**src/rtl/snake_sequencer_if.sv**
```systemverilog
// snake_sequencer_if
// Groups the sequencer's link to the logic datapath and to the LED matrix.
//   master (sequencer side):
//     out logic_tick       tick request to the logic datapath
//     out no_update        with logic_tick: blink the head, no movement
//     out direction_state  current heading (UP=0, DOWN=1, LEFT=2, RIGHT=3)
//     out row_cathode      one-cold row enable
//     out column_anode     lit columns of the active row
//     in  logic_done       logic datapath finished its tick
//     in  game_end         collision flag, qualified by logic_done
//     in  led_array        frame buffer, row r = bits [r*COLS +: COLS]
//   slave (datapath / matrix side): the same signals, opposite directions.
interface snake_sequencer_if #(
    parameter int ROWS = 8,
    parameter int COLS = 8
);
    logic                   logic_tick;
    logic                   no_update;
    logic [1:0]             direction_state;
    logic [ROWS-1:0]        row_cathode;
    logic [COLS-1:0]        column_anode;
    logic                   logic_done;
    logic                   game_end;
    logic [ROWS*COLS-1:0]   led_array;

    modport master (
        output logic_tick, no_update, direction_state, row_cathode, column_anode,
        input  logic_done, game_end, led_array
    );

    modport slave (
        input  logic_tick, no_update, direction_state, row_cathode, column_anode,
        output logic_done, game_end, led_array
    );
endinterface

```
**src/rtl/snake_sequencer.sv**
```systemverilog
// snake_sequencer
// Frame sequencer for the snake game: state update, direction intake through a
// turn queue, logic datapath tick with timeout, and multiplexed LED display.
// Ports:
//   clka          sole clock, rising edge
//   restart_n     asynchronous active-low reset
//   direction_in  buttons, one-hot: UP=0001, DOWN=0010, LEFT=0100, RIGHT=1000
//   pause_in      pause button, active high
//   bus           snake_sequencer_if.master (datapath handshake + LED matrix)
//   game_state    INIT=0, RUN=1, STOP=2, PAUSE=3
//   exec_state    UPDATE=0, CHECK=1, INPUT=2, WAIT_LOGIC=3, DISPLAY=4
//   timeout_err   sticky flag: the logic datapath failed to answer in time
module snake_sequencer #(
    parameter int ROWS           = 8,
    parameter int COLS           = 8,
    parameter int DISPLAY_CYCLES = 4,
    parameter int TURN_DEPTH     = 2,
    parameter int LOGIC_TIMEOUT  = 255
) (
    input  logic                    clka,
    input  logic                    restart_n,
    input  logic [3:0]              direction_in,
    input  logic                    pause_in,
    snake_sequencer_if.master       bus,
    output logic [1:0]              game_state,
    output logic [2:0]              exec_state,
    output logic                    timeout_err
);
    localparam int RW = $clog2(ROWS);
    localparam int SW = (DISPLAY_CYCLES > 1) ? $clog2(DISPLAY_CYCLES) : 1;
    localparam int TW = $clog2(LOGIC_TIMEOUT + 1);
    localparam int QW = $clog2(TURN_DEPTH + 1);

    localparam logic [RW-1:0]   ROW_LAST  = RW'(ROWS - 1);
    localparam logic [SW-1:0]   SCAN_LAST = SW'(DISPLAY_CYCLES - 1);
    localparam logic [TW-1:0]   WAIT_LAST = TW'(LOGIC_TIMEOUT - 1);
    localparam logic [QW-1:0]   Q_FULL    = QW'(TURN_DEPTH);
    localparam logic [ROWS-1:0] ONE_ROW   = ROWS'(1);
    localparam logic [1:0]      DIR_RIGHT = 2'd3;

    typedef enum logic [2:0] {
        EX_UPDATE     = 3'd0,
        EX_CHECK      = 3'd1,
        EX_INPUT      = 3'd2,
        EX_WAIT_LOGIC = 3'd3,
        EX_DISPLAY    = 3'd4
    } exec_t;

    typedef enum logic [1:0] {
        GS_INIT  = 2'd0,
        GS_RUN   = 2'd1,
        GS_STOP  = 2'd2,
        GS_PAUSE = 2'd3
    } game_t;

    function automatic logic is_onehot4(input logic [3:0] v);
        return v inside {4'b0001, 4'b0010, 4'b0100, 4'b1000};
    endfunction

    function automatic logic [1:0] encode_dir(input logic [3:0] v);
        case (v)
            4'b0001: return 2'd0;
            4'b0010: return 2'd1;
            4'b0100: return 2'd2;
            default: return 2'd3;
        endcase
    endfunction

    // Opposite headings differ only in bit 0 (UP/DOWN, LEFT/RIGHT).
    function automatic logic turn_allowed(input logic [1:0] req, input logic [1:0] ref_dir);
        return (req != ref_dir) && (req != (ref_dir ^ 2'b01));
    endfunction

    // Control state
    exec_t              exec_q, exec_d;
    game_t              game_q, game_d;
    logic [1:0]         dir_q, dir_d;
    logic [1:0]         queue [TURN_DEPTH];
    logic [1:0]         queue_d [TURN_DEPTH];
    logic [QW-1:0]      q_cnt, q_cnt_d, cnt_after_pop;
    logic               start_pend, pause_pend, end_pend;
    logic               start_set, pause_set, end_set;
    logic [TW-1:0]      wait_cnt, wait_d;
    logic [RW-1:0]      row_cnt, row_d;
    logic [SW-1:0]      scan_cnt, scan_d;
    logic [3:0]         dir_prev;
    logic               pause_prev;
    logic               timeout_q, timeout_hit;

    // Display output registers
    logic [ROWS-1:0]    row_cathode_p0, row_cathode_d;
    logic [COLS-1:0]    column_anode_p0, column_anode_d;

    logic               press, pop, accept;
    logic [1:0]         press_dir, tail_dir;

    always_ff @(posedge clka or negedge restart_n) begin
        if (!restart_n) exec_q <= EX_UPDATE;
        else            exec_q <= exec_d;
    end

    always_comb begin
        exec_d      = exec_q;
        timeout_hit = 1'b0;
        case (exec_q)
            EX_UPDATE: exec_d = EX_CHECK;
            EX_CHECK:  exec_d = (game_q == GS_INIT || game_q == GS_PAUSE) ? EX_DISPLAY : EX_INPUT;
            EX_INPUT:  exec_d = EX_WAIT_LOGIC;
            EX_WAIT_LOGIC: begin
                if (bus.logic_done) begin
                    exec_d = EX_DISPLAY;
                end else if (wait_cnt == WAIT_LAST) begin
                    exec_d      = EX_DISPLAY;
                    timeout_hit = 1'b1;
                end
            end
            EX_DISPLAY: begin
                if (row_cnt == ROW_LAST && scan_cnt == SCAN_LAST) exec_d = EX_UPDATE;
            end
            default: exec_d = EX_UPDATE;
        endcase
    end

    always_comb begin
        press     = is_onehot4(direction_in) && (dir_prev == 4'd0);
        press_dir = encode_dir(direction_in);

        // A pop leaves the tail in place, and when the queue drains the popped
        // entry becomes direction_state, so the reference is the pre-pop tail.
        pop           = (exec_q == EX_CHECK) && (game_q == GS_RUN) && (q_cnt != '0);
        cnt_after_pop = q_cnt - QW'(pop);
        tail_dir      = dir_q;
        for (int i = 0; i < TURN_DEPTH; i++) begin
            if (q_cnt == QW'(i + 1)) tail_dir = queue[i];
        end
        accept = press && (game_q == GS_INIT || game_q == GS_RUN) &&
                 turn_allowed(press_dir, tail_dir) && (cnt_after_pop != Q_FULL);

        queue_d = queue;
        if (pop) begin
            for (int i = 0; i < TURN_DEPTH - 1; i++) queue_d[i] = queue[i + 1];
        end
        if (accept) begin
            for (int i = 0; i < TURN_DEPTH; i++) begin
                if (cnt_after_pop == QW'(i)) queue_d[i] = press_dir;
            end
        end
        q_cnt_d = cnt_after_pop + QW'(accept);
        dir_d   = pop ? queue[0] : dir_q;

        start_set = press && (game_q == GS_INIT);
        pause_set = pause_in && !pause_prev;
        end_set   = (exec_q == EX_WAIT_LOGIC) && bus.logic_done && bus.game_end;

        game_d = game_q;
        if (exec_q == EX_UPDATE) begin
            if (end_pend && game_q == GS_RUN)          game_d = GS_STOP;
            else if (pause_pend && game_q == GS_RUN)   game_d = GS_PAUSE;
            else if (pause_pend && game_q == GS_PAUSE) game_d = GS_RUN;
            else if (start_pend && game_q == GS_INIT)  game_d = GS_RUN;
        end

        wait_d = (exec_q == EX_WAIT_LOGIC && exec_d == EX_WAIT_LOGIC) ? wait_cnt + TW'(1) : '0;

        // row_cnt/scan_cnt index the row shown in the current DISPLAY cycle;
        // the output registers load from the next index so the lit row lines
        // up with exec_state and the matrix blanks as soon as DISPLAY ends.
        row_d  = '0;
        scan_d = '0;
        if (exec_q == EX_DISPLAY && exec_d == EX_DISPLAY) begin
            if (row_cnt == ROW_LAST) begin
                row_d  = '0;
                scan_d = scan_cnt + SW'(1);
            end else begin
                row_d  = row_cnt + RW'(1);
                scan_d = scan_cnt;
            end
        end

        row_cathode_d  = '1;
        column_anode_d = '0;
        if (exec_d == EX_DISPLAY) begin
            row_cathode_d  = ~(ONE_ROW << row_d);
            column_anode_d = bus.led_array[int'(row_d) * COLS +: COLS];
        end
    end

    always_ff @(posedge clka or negedge restart_n) begin
        if (!restart_n) begin
            game_q          <= GS_INIT;
            dir_q           <= DIR_RIGHT;
            for (int i = 0; i < TURN_DEPTH; i++) queue[i] <= '0;
            q_cnt           <= '0;
            start_pend      <= 1'b0;
            pause_pend      <= 1'b0;
            end_pend        <= 1'b0;
            wait_cnt        <= '0;
            row_cnt         <= '0;
            scan_cnt        <= '0;
            dir_prev        <= 4'd0;
            pause_prev      <= 1'b0;
            timeout_q       <= 1'b0;
            row_cathode_p0  <= '1;
            column_anode_p0 <= '0;
        end else begin
            game_q          <= game_d;
            dir_q           <= dir_d;
            queue           <= queue_d;
            q_cnt           <= q_cnt_d;
            // Old requests are consumed in UPDATE; an event arriving in that
            // same cycle is kept for the next frame.
            start_pend      <= (exec_q == EX_UPDATE) ? start_set : (start_pend | start_set);
            pause_pend      <= (exec_q == EX_UPDATE) ? pause_set : (pause_pend | pause_set);
            end_pend        <= (exec_q == EX_UPDATE) ? end_set   : (end_pend   | end_set);
            wait_cnt        <= wait_d;
            row_cnt         <= row_d;
            scan_cnt        <= scan_d;
            dir_prev        <= direction_in;
            pause_prev      <= pause_in;
            timeout_q       <= timeout_q | timeout_hit;
            row_cathode_p0  <= row_cathode_d;
            column_anode_p0 <= column_anode_d;
        end
    end

    assign game_state          = game_q;
    assign exec_state          = exec_q;
    assign timeout_err         = timeout_q;
    assign bus.direction_state = dir_q;
    assign bus.logic_tick      = (exec_q == EX_INPUT);
    assign bus.no_update       = (exec_q == EX_INPUT) && (game_q == GS_STOP);
    assign bus.row_cathode     = row_cathode_p0;
    assign bus.column_anode    = column_anode_p0;
endmodule

```
**src/flat_wrapper.sv**
```systemverilog
// flat-port wrapper written by rule: the top's interface ports become plain ports
module snake_sequencer_flat 
#(
    parameter int ROWS           = 8,
    parameter int COLS           = 8,
    parameter int DISPLAY_CYCLES = 4,
    parameter int TURN_DEPTH     = 2,
    parameter int LOGIC_TIMEOUT  = 255
)
  (clka, restart_n, direction_in, pause_in, game_state, exec_state, timeout_err, bus_logic_tick, bus_no_update, bus_direction_state, bus_row_cathode, bus_column_anode, bus_logic_done, bus_game_end, bus_led_array);
  snake_sequencer_if #(.ROWS(ROWS), .COLS(COLS)) bus_i ();
  input  logic clka;
  input  logic restart_n;
  input  logic [3:0] direction_in;
  input  logic pause_in;
  output logic [1:0] game_state;
  output logic [2:0] exec_state;
  output logic timeout_err;
  output wire logic [$bits(bus_i.logic_tick)-1:0] bus_logic_tick;
  output wire logic [$bits(bus_i.no_update)-1:0] bus_no_update;
  output wire logic [$bits(bus_i.direction_state)-1:0] bus_direction_state;
  output wire logic [$bits(bus_i.row_cathode)-1:0] bus_row_cathode;
  output wire logic [$bits(bus_i.column_anode)-1:0] bus_column_anode;
  input wire logic [$bits(bus_i.logic_done)-1:0] bus_logic_done;
  input wire logic [$bits(bus_i.game_end)-1:0] bus_game_end;
  input wire logic [$bits(bus_i.led_array)-1:0] bus_led_array;
  assign bus_logic_tick = bus_i.logic_tick;
  assign bus_no_update = bus_i.no_update;
  assign bus_direction_state = bus_i.direction_state;
  assign bus_row_cathode = bus_i.row_cathode;
  assign bus_column_anode = bus_i.column_anode;
  assign bus_i.logic_done = bus_logic_done;
  assign bus_i.game_end = bus_game_end;
  assign bus_i.led_array = bus_led_array;
  snake_sequencer #(.ROWS(ROWS), .COLS(COLS), .DISPLAY_CYCLES(DISPLAY_CYCLES), .TURN_DEPTH(TURN_DEPTH), .LOGIC_TIMEOUT(LOGIC_TIMEOUT)) u_core (.clka(clka), .restart_n(restart_n), .direction_in(direction_in), .pause_in(pause_in), .bus(bus_i), .game_state(game_state), .exec_state(exec_state), .timeout_err(timeout_err));
endmodule
```
**config.mk**
```make
export PLATFORM = sky130hd
export DESIGN_NAME = snake_sequencer_flat
export DESIGN_NICKNAME = d
export VERILOG_FILES = /design/src/rtl/snake_sequencer_if.sv /design/src/rtl/snake_sequencer.sv /design/src/flat_wrapper.sv
export SDC_FILE = /design/constraint.sdc
export NUM_CORES = 1
export LEC_CHECK = 0
export CORE_MARGIN = 4
export CORE_UTILIZATION = 46
export CTS_CLUSTER_SIZE = 40
export DETAILED_ROUTE_END_ITERATION = 8
export MAX_ROUTING_LAYER = met4
export PLACE_DENSITY = 0.81
export REMOVE_ABC_BUFFERS = 1
export SYNTH_ARGS = -nofsm -noshare
export SYNTH_HDL_FRONTEND = slang
export SYNTH_SLANG_ARGS = --single-unit
```
**constraint.sdc**
```tcl
create_clock -name clka -period 3.05 [get_ports clka]
set_input_delay 0.7625 -clock clka [delete_from_list [all_inputs] [get_ports clka]]
set_output_delay 0.7625 -clock clka [all_outputs]
set_load 0.03 [all_outputs]
```
### Yosys cells after proc, flatten, opt, wreduce, memory -nomap -nowiden

Cells that the tools add are included.

* equality and inequality tests: 23
* reduce and logical (&&, ||, !) cells: 31
* divide/modulo/power cells: 0
* $add $sub $neg: 5
* multiply operators: 0
* bitwise gates (word level): 6
* muxes and demuxes: 29
* shift-type cells: 2
* $lt $le $gt $ge: 0

Operator list (count)
* $shiftx 64x7->8: 1
* $mux 8: 3
* $mux 2: 11
* $logic_and 1x1->1: 19
* $mux 3: 6
* $pmux 3 s5: 1
* $eq 3x2->1 const B: 3
* $eq 3x3->1 const B: 3
* $add 8x1->8 const B: 1
* $eq 2x2->1 const B: 4
* $eq 8x8->1 const B: 1
* $not 8->8: 1
* $reduce_bool 4->1: 2
* $shl 1x3->8 const A: 1
* $eq 2x1->1 const B: 3
* $mux 1: 6
* $pmux 2 s3: 1
* $eq 4x1->1 const B: 1
* $eq 4x2->1 const B: 1
* $eq 4x3->1 const B: 1
* $eq 4x4->1 const B: 1
* $logic_not 2->1: 2
* $logic_not 4->1: 1
* $mux 4: 1
* other kinds (15): 21

* ROM bits: 0
* bits in registers: 51
* memories: 0
* logic and storage cells: 113
* input bits: 73
* bits in latches: 0
* bits in writable memories: 0

### Depth between registers and ports, before layout

Gate-level depths: netlist of run 1.

* depth after elaboration: 10
* gate-level depth with buffers: 10
* depth with buffers taken out: 10

### Worst setup path after synthesis of run 1

OpenSTA, ideal clock, no wires.

* path kind: reg2out
* start point: register u_core.exec_q[1] (netlist: u_core.exec_state[1])
* end point: output bus_no_update
* data required time: 2.288 ns
* path buffers: 1
* arrival: 2.036 ns
* cell stages (with the launch flop): 4
* path slack: 0.252 ns
* cell sequence: dfrtp_1 > clkbuf_1 > nor3b_1 > and2_1

* word-level cells in the longest chain between the ends: 2

Ends and longest elaborated chain
* from (decl): RTL line snake_sequencer.sv:75 `exec_t exec_q, exec_d;`
* from (signal assigned): RTL line snake_sequencer.sv:98 `if (!restart_n) exec_q <= EX_UPDATE;`
* from (signal assigned): RTL line snake_sequencer.sv:99 `else exec_q <= exec_d;`
* $eq 3x2->1
* via bus_logic_tick: RTL line flat_wrapper.sv:19 `output wire logic [$bits(bus_i.logic_tick)-1:0] bus_logic_tick;`
* $logic_and 1x1->1: RTL line snake_sequencer.sv:231 `assign bus.no_update = (exec_q == EX_INPUT) && (game_q == GS_STOP);`
* to (decl): RTL line flat_wrapper.sv:20 `output wire logic [$bits(bus_i.no_update)-1:0] bus_no_update;`

The timed path passes the listed nets, and every way through them passes these cells.

### Worst setup path after layout of run 1

* start point: register u_core.exec_q[1] (netlist: u_core.exec_state[1])
* end point: output bus_no_update

* word-level cells in the longest chain between the ends: 2

Ends and longest elaborated chain (RTL line)
* $eq 3x2->1: snake_sequencer.sv:231
* $logic_and 1x1->1: snake_sequencer.sv:231

Every way passes these cells.

==> reports/qor.yml, run 1 <==
outcome:
  status: "finished clean"
logic_synthesis:
  synth_mux_area_frac: 0.0700
  synth-seq-cells: 51
  yosys_warnings: 0
  synth-compound-area-share: 0.171
  ys.flop_type: "dfrtp_1"
  yosys.area_share.adder: 0.0424
  yosysTopAreaCellShare: 0.348
  syn_area_um2: 2950
  synth_most_common_cell: "dfrtp_1"
  synth_simple_gate_area_share: 0.175
  synth_edf_count: 0
  synth_top_family_by_area: "simple AND/OR/NAND/NOR gates"
  synth.largest_area_cell: "dfrtp_1"
  yosysUniqueCellTypes: 49
  synth_xor_area_frac: 0.0382
  yosysSeqAreaShare: 0.437
  ys_top_cells_by_area: "dfrtp_1, dfstp_2, mux2i_1, ha_1, o21ai_0"
  synth_common_cells: "dfrtp_1, inv_1, o21ai_0"
  netlist_instances: 304
  avgSynthCellArea_um2: 9.70
  async_flop_share: 1.00
global_routing:
  grt_pass1_vias: 2749
  antenna_found_initial: 0
  grt_max_degree: 52
  gr-total-overflow: 0
  grt_pass1_wl_mm: 12.5
  grt_use_total: 0.212
timing:
  finalHoldViolCount: 0
  slew_violations: 0
  skew_ps: 5.10
  slew_headroom: 0.322
  final-setup-viol-count: 0
  worst_pin_slew_ps: 1020
  worst_slack_ps: 290
  tns_ps: 0
  rsz0062_at_grt: "no"
  layout_min_cycle_time_ps: 2760
  max_clock_freq_mhz: 362
  fin_crit_sh: 0.905
placed_design:
  place_ws_ps: 147
  gp_congestion: 0.933
  dpl.hpwl_mm: 5.71
  postPlaceCellArea_um2: 3960
  numPortBuffers: 98
clock_tree:
  cts_resized: 0
  cts_tree: "built"
  hold_buffers: 0
  post_cts_buffers: 0
  root_buffer: "clkbuf_8"
  clockBufferDepth: 2
  h-tree-depth: 2
  cts.clk_slew.worst_paths_ps: 90
  clkSinkCount: 51
  cts_buffers: 5
  clk_latency_ps: 290
worst_hold_path:
  worstHoldStart: "u_core.pause_prev"
  whs_endpoint: "u_core.pause_pend"
  hold_class: "flop to flop"
  whs_path_depth: 1
route:
  vias: 2675
  drt-met1-wl_mm: 3.04
  drtIter0Drc: 102
  drt_wl_total_mm: 7.55
  viasPerCell: 5.66
  wire_per_inst_um: 16.0
  drt-pass1-iter-count: 4
  drc: 0
  antenna_left: 0
  dr_wl_met2_mm: 3.71
  top_layer: "met4"
  route.met3.wl_um: 634
setup_path:
  worstPathCellList: "nor3b_1 -> and2_1 -> clkdlybuf4s50_1"
  cp_slowest_cell: "clkdlybuf4s50_1"
  start_kind: "flop"
  rr_worst_depth: 11
  r2r_end: "u_core.queue[1]"
  crit_buf_inv: 1
  critical_path_peak_fanout: 14
  reg2reg_setup_slack_ps: 420
  cp.required_ps: 2290
  arrival_ps: 2000
  critical_path_class: "flop to output port"
  rr_startpoint: "u_core.game_state[1]"
  endpoint_kind: "output port"
  cpPeakStageDelay_ps: 660
  crit_family: "buffers and inverters"
layout:
  fin_util: 0.671
  drive_gt1_frac: 0.0829
  area_growth_pct: 37.9
  nets: 480
  design_area_um2: 4070
  antenna_cells: 0
floorplan:
  core_area_um2: 6060
  die_y_um: 88.1
  rows: 28
  die-width_um: 88.1
  dieArea_um2: 7750
  start_util: 0.486
  ios: 99
power:
  p_leak_nw: 1.66
  ir_drop_mv: 0.523
  power.density_nw_per_um2: 688
job:
  maxCapViolations: 0
==> layout by cell type (no fill, tap or decap), drive strengths merged, types with 6 or more instances in the layout <==
| master | count |
|---|---|
| a211oi | 8 |
| buf | 6 |
| inv | 26 |
| nor2 | 15 |
| a2bb2oi | 9 |
| ha | 10 |
| o221ai | 8 |
| nand3 | 8 |
| dfrtp | 41 |
| clkbuf | 7 |
| o21ai | 24 |
| xor2 | 6 |
| xnor2 | 6 |
| nor3 | 21 |
| dfstp | 10 |
| mux2i | 16 |
| a21oi | 13 |
| a22oi | 9 |
| clkdlybuf4s50 | 97 |
| nand2 | 17 |
==> cell type report <==
type | count | area, µm²
clock buffer | 7 | 76.3
clock inverter | 1 | 30.0
fill | 497 | 2000
inverter | 26 | 97.6
multi-input combinational | 210 | 1470
sequential | 51 | 1290
tap | 75 | 93.8
timing repair buffer | 103 | 1010
==> kinds of logic after synthesis <==
kind of cell,count (synthesis)
XOR/XNOR,12
flip-flops,51
AO/OA/AOI/OAI,77
multiplexers,19
AND/OR/NAND/NOR,92
buffers and inverters,43
adder cells (fa/ha/maj),10
==> stage by stage <==
stage	hold WS, ps	cells	power [W]
floorplan	400	287	0.00182
global placement	413	465	0.00231
detailed placement	431	465	0.00236
CTS	443	473	0.00282
global route	481	473	0.00299
finish	436	473	0.00280
==> registers in the layout (all words and copies together), names as in the netlist <==
register / cells
u_core.end_pend: 1
u_core.game_state: 2
u_core.timeout_err: 1
u_core.row_cnt: 3
u_core.pause_pend: 1
u_core.scan_cnt: 2
u_core.wait_cnt: 8
u_core.pause_prev: 1
u_core.q_cnt: 2
u_core.bus.column_anode: 8
u_core.queue: 4
u_core.dir_prev: 4
u_core.bus.direction_state: 2
u_core.start_pend: 1
u_core.bus.row_cathode: 8
u_core.exec_state: 3
==> per-layer routing <==
layer / vias up / track usage
met5: - / -
met4: 0 / 0.0755
met3: 14 / 0.0555
met2: 125 / 0.347
met1: 1265 / 0.251
li1: 1271 / -
==> worst register-to-register path, stage by stage, from the launching register on <==
cell and delay, ps:
dfrtp_1 420, inv_1 90, ha_1 240, nor2b_1 140, o21ai_0 140, nor3_2 60, buf_4 180, ha_1 210
xnor2_1 250, nand3b_1 170, nor4_4 240, mux2_2 380
==> power breakdown <==
group | switching (W) | internal, W | leakage (nW)
Sequential | 0.000152 | 0.000836 | 0.631
Combinational | 0.000771 | 0.000580 | 0.976
Clock | 0.000211 | 0.000246 | 0.0524
==> how the worst max path moves through the flow <==
stage | slack [ps] | from | endpoint | cells after the start
2_1_floorplan | 170 | u_core.row_cnt[0] | u_core.bus.column_anode[6] | 7
3_3_place_gp | 260 | direction_in[3] | u_core.queue[1] | 6
3_5_place_dp | 150 | direction_in[3] | u_core.queue[1] | 6
4_1_cts | 260 | u_core.exec_state[1] | bus_no_update | 3
5_1_grt | 120 | u_core.exec_state[1] | bus_no_update | 3
6_report | 290 | u_core.exec_state[1] | bus_no_update | 3
No activity file was read; power rests on OpenSTA's default activity.
==> run 2: changes to the inputs <==
--- a/config.mk
+++ b/config.mk
@@ -5,6 +5,7 @@
 export SDC_FILE = /design/constraint.sdc
 export NUM_CORES = 1
 export LEC_CHECK = 0
+export CAP_MARGIN = 25
 export CORE_MARGIN = 4
 export CORE_UTILIZATION = 46
 export CTS_CLUSTER_SIZE = 40
==> results of run 2 <==
The final DEF is identical to that of run 1; final timing and power are the same.
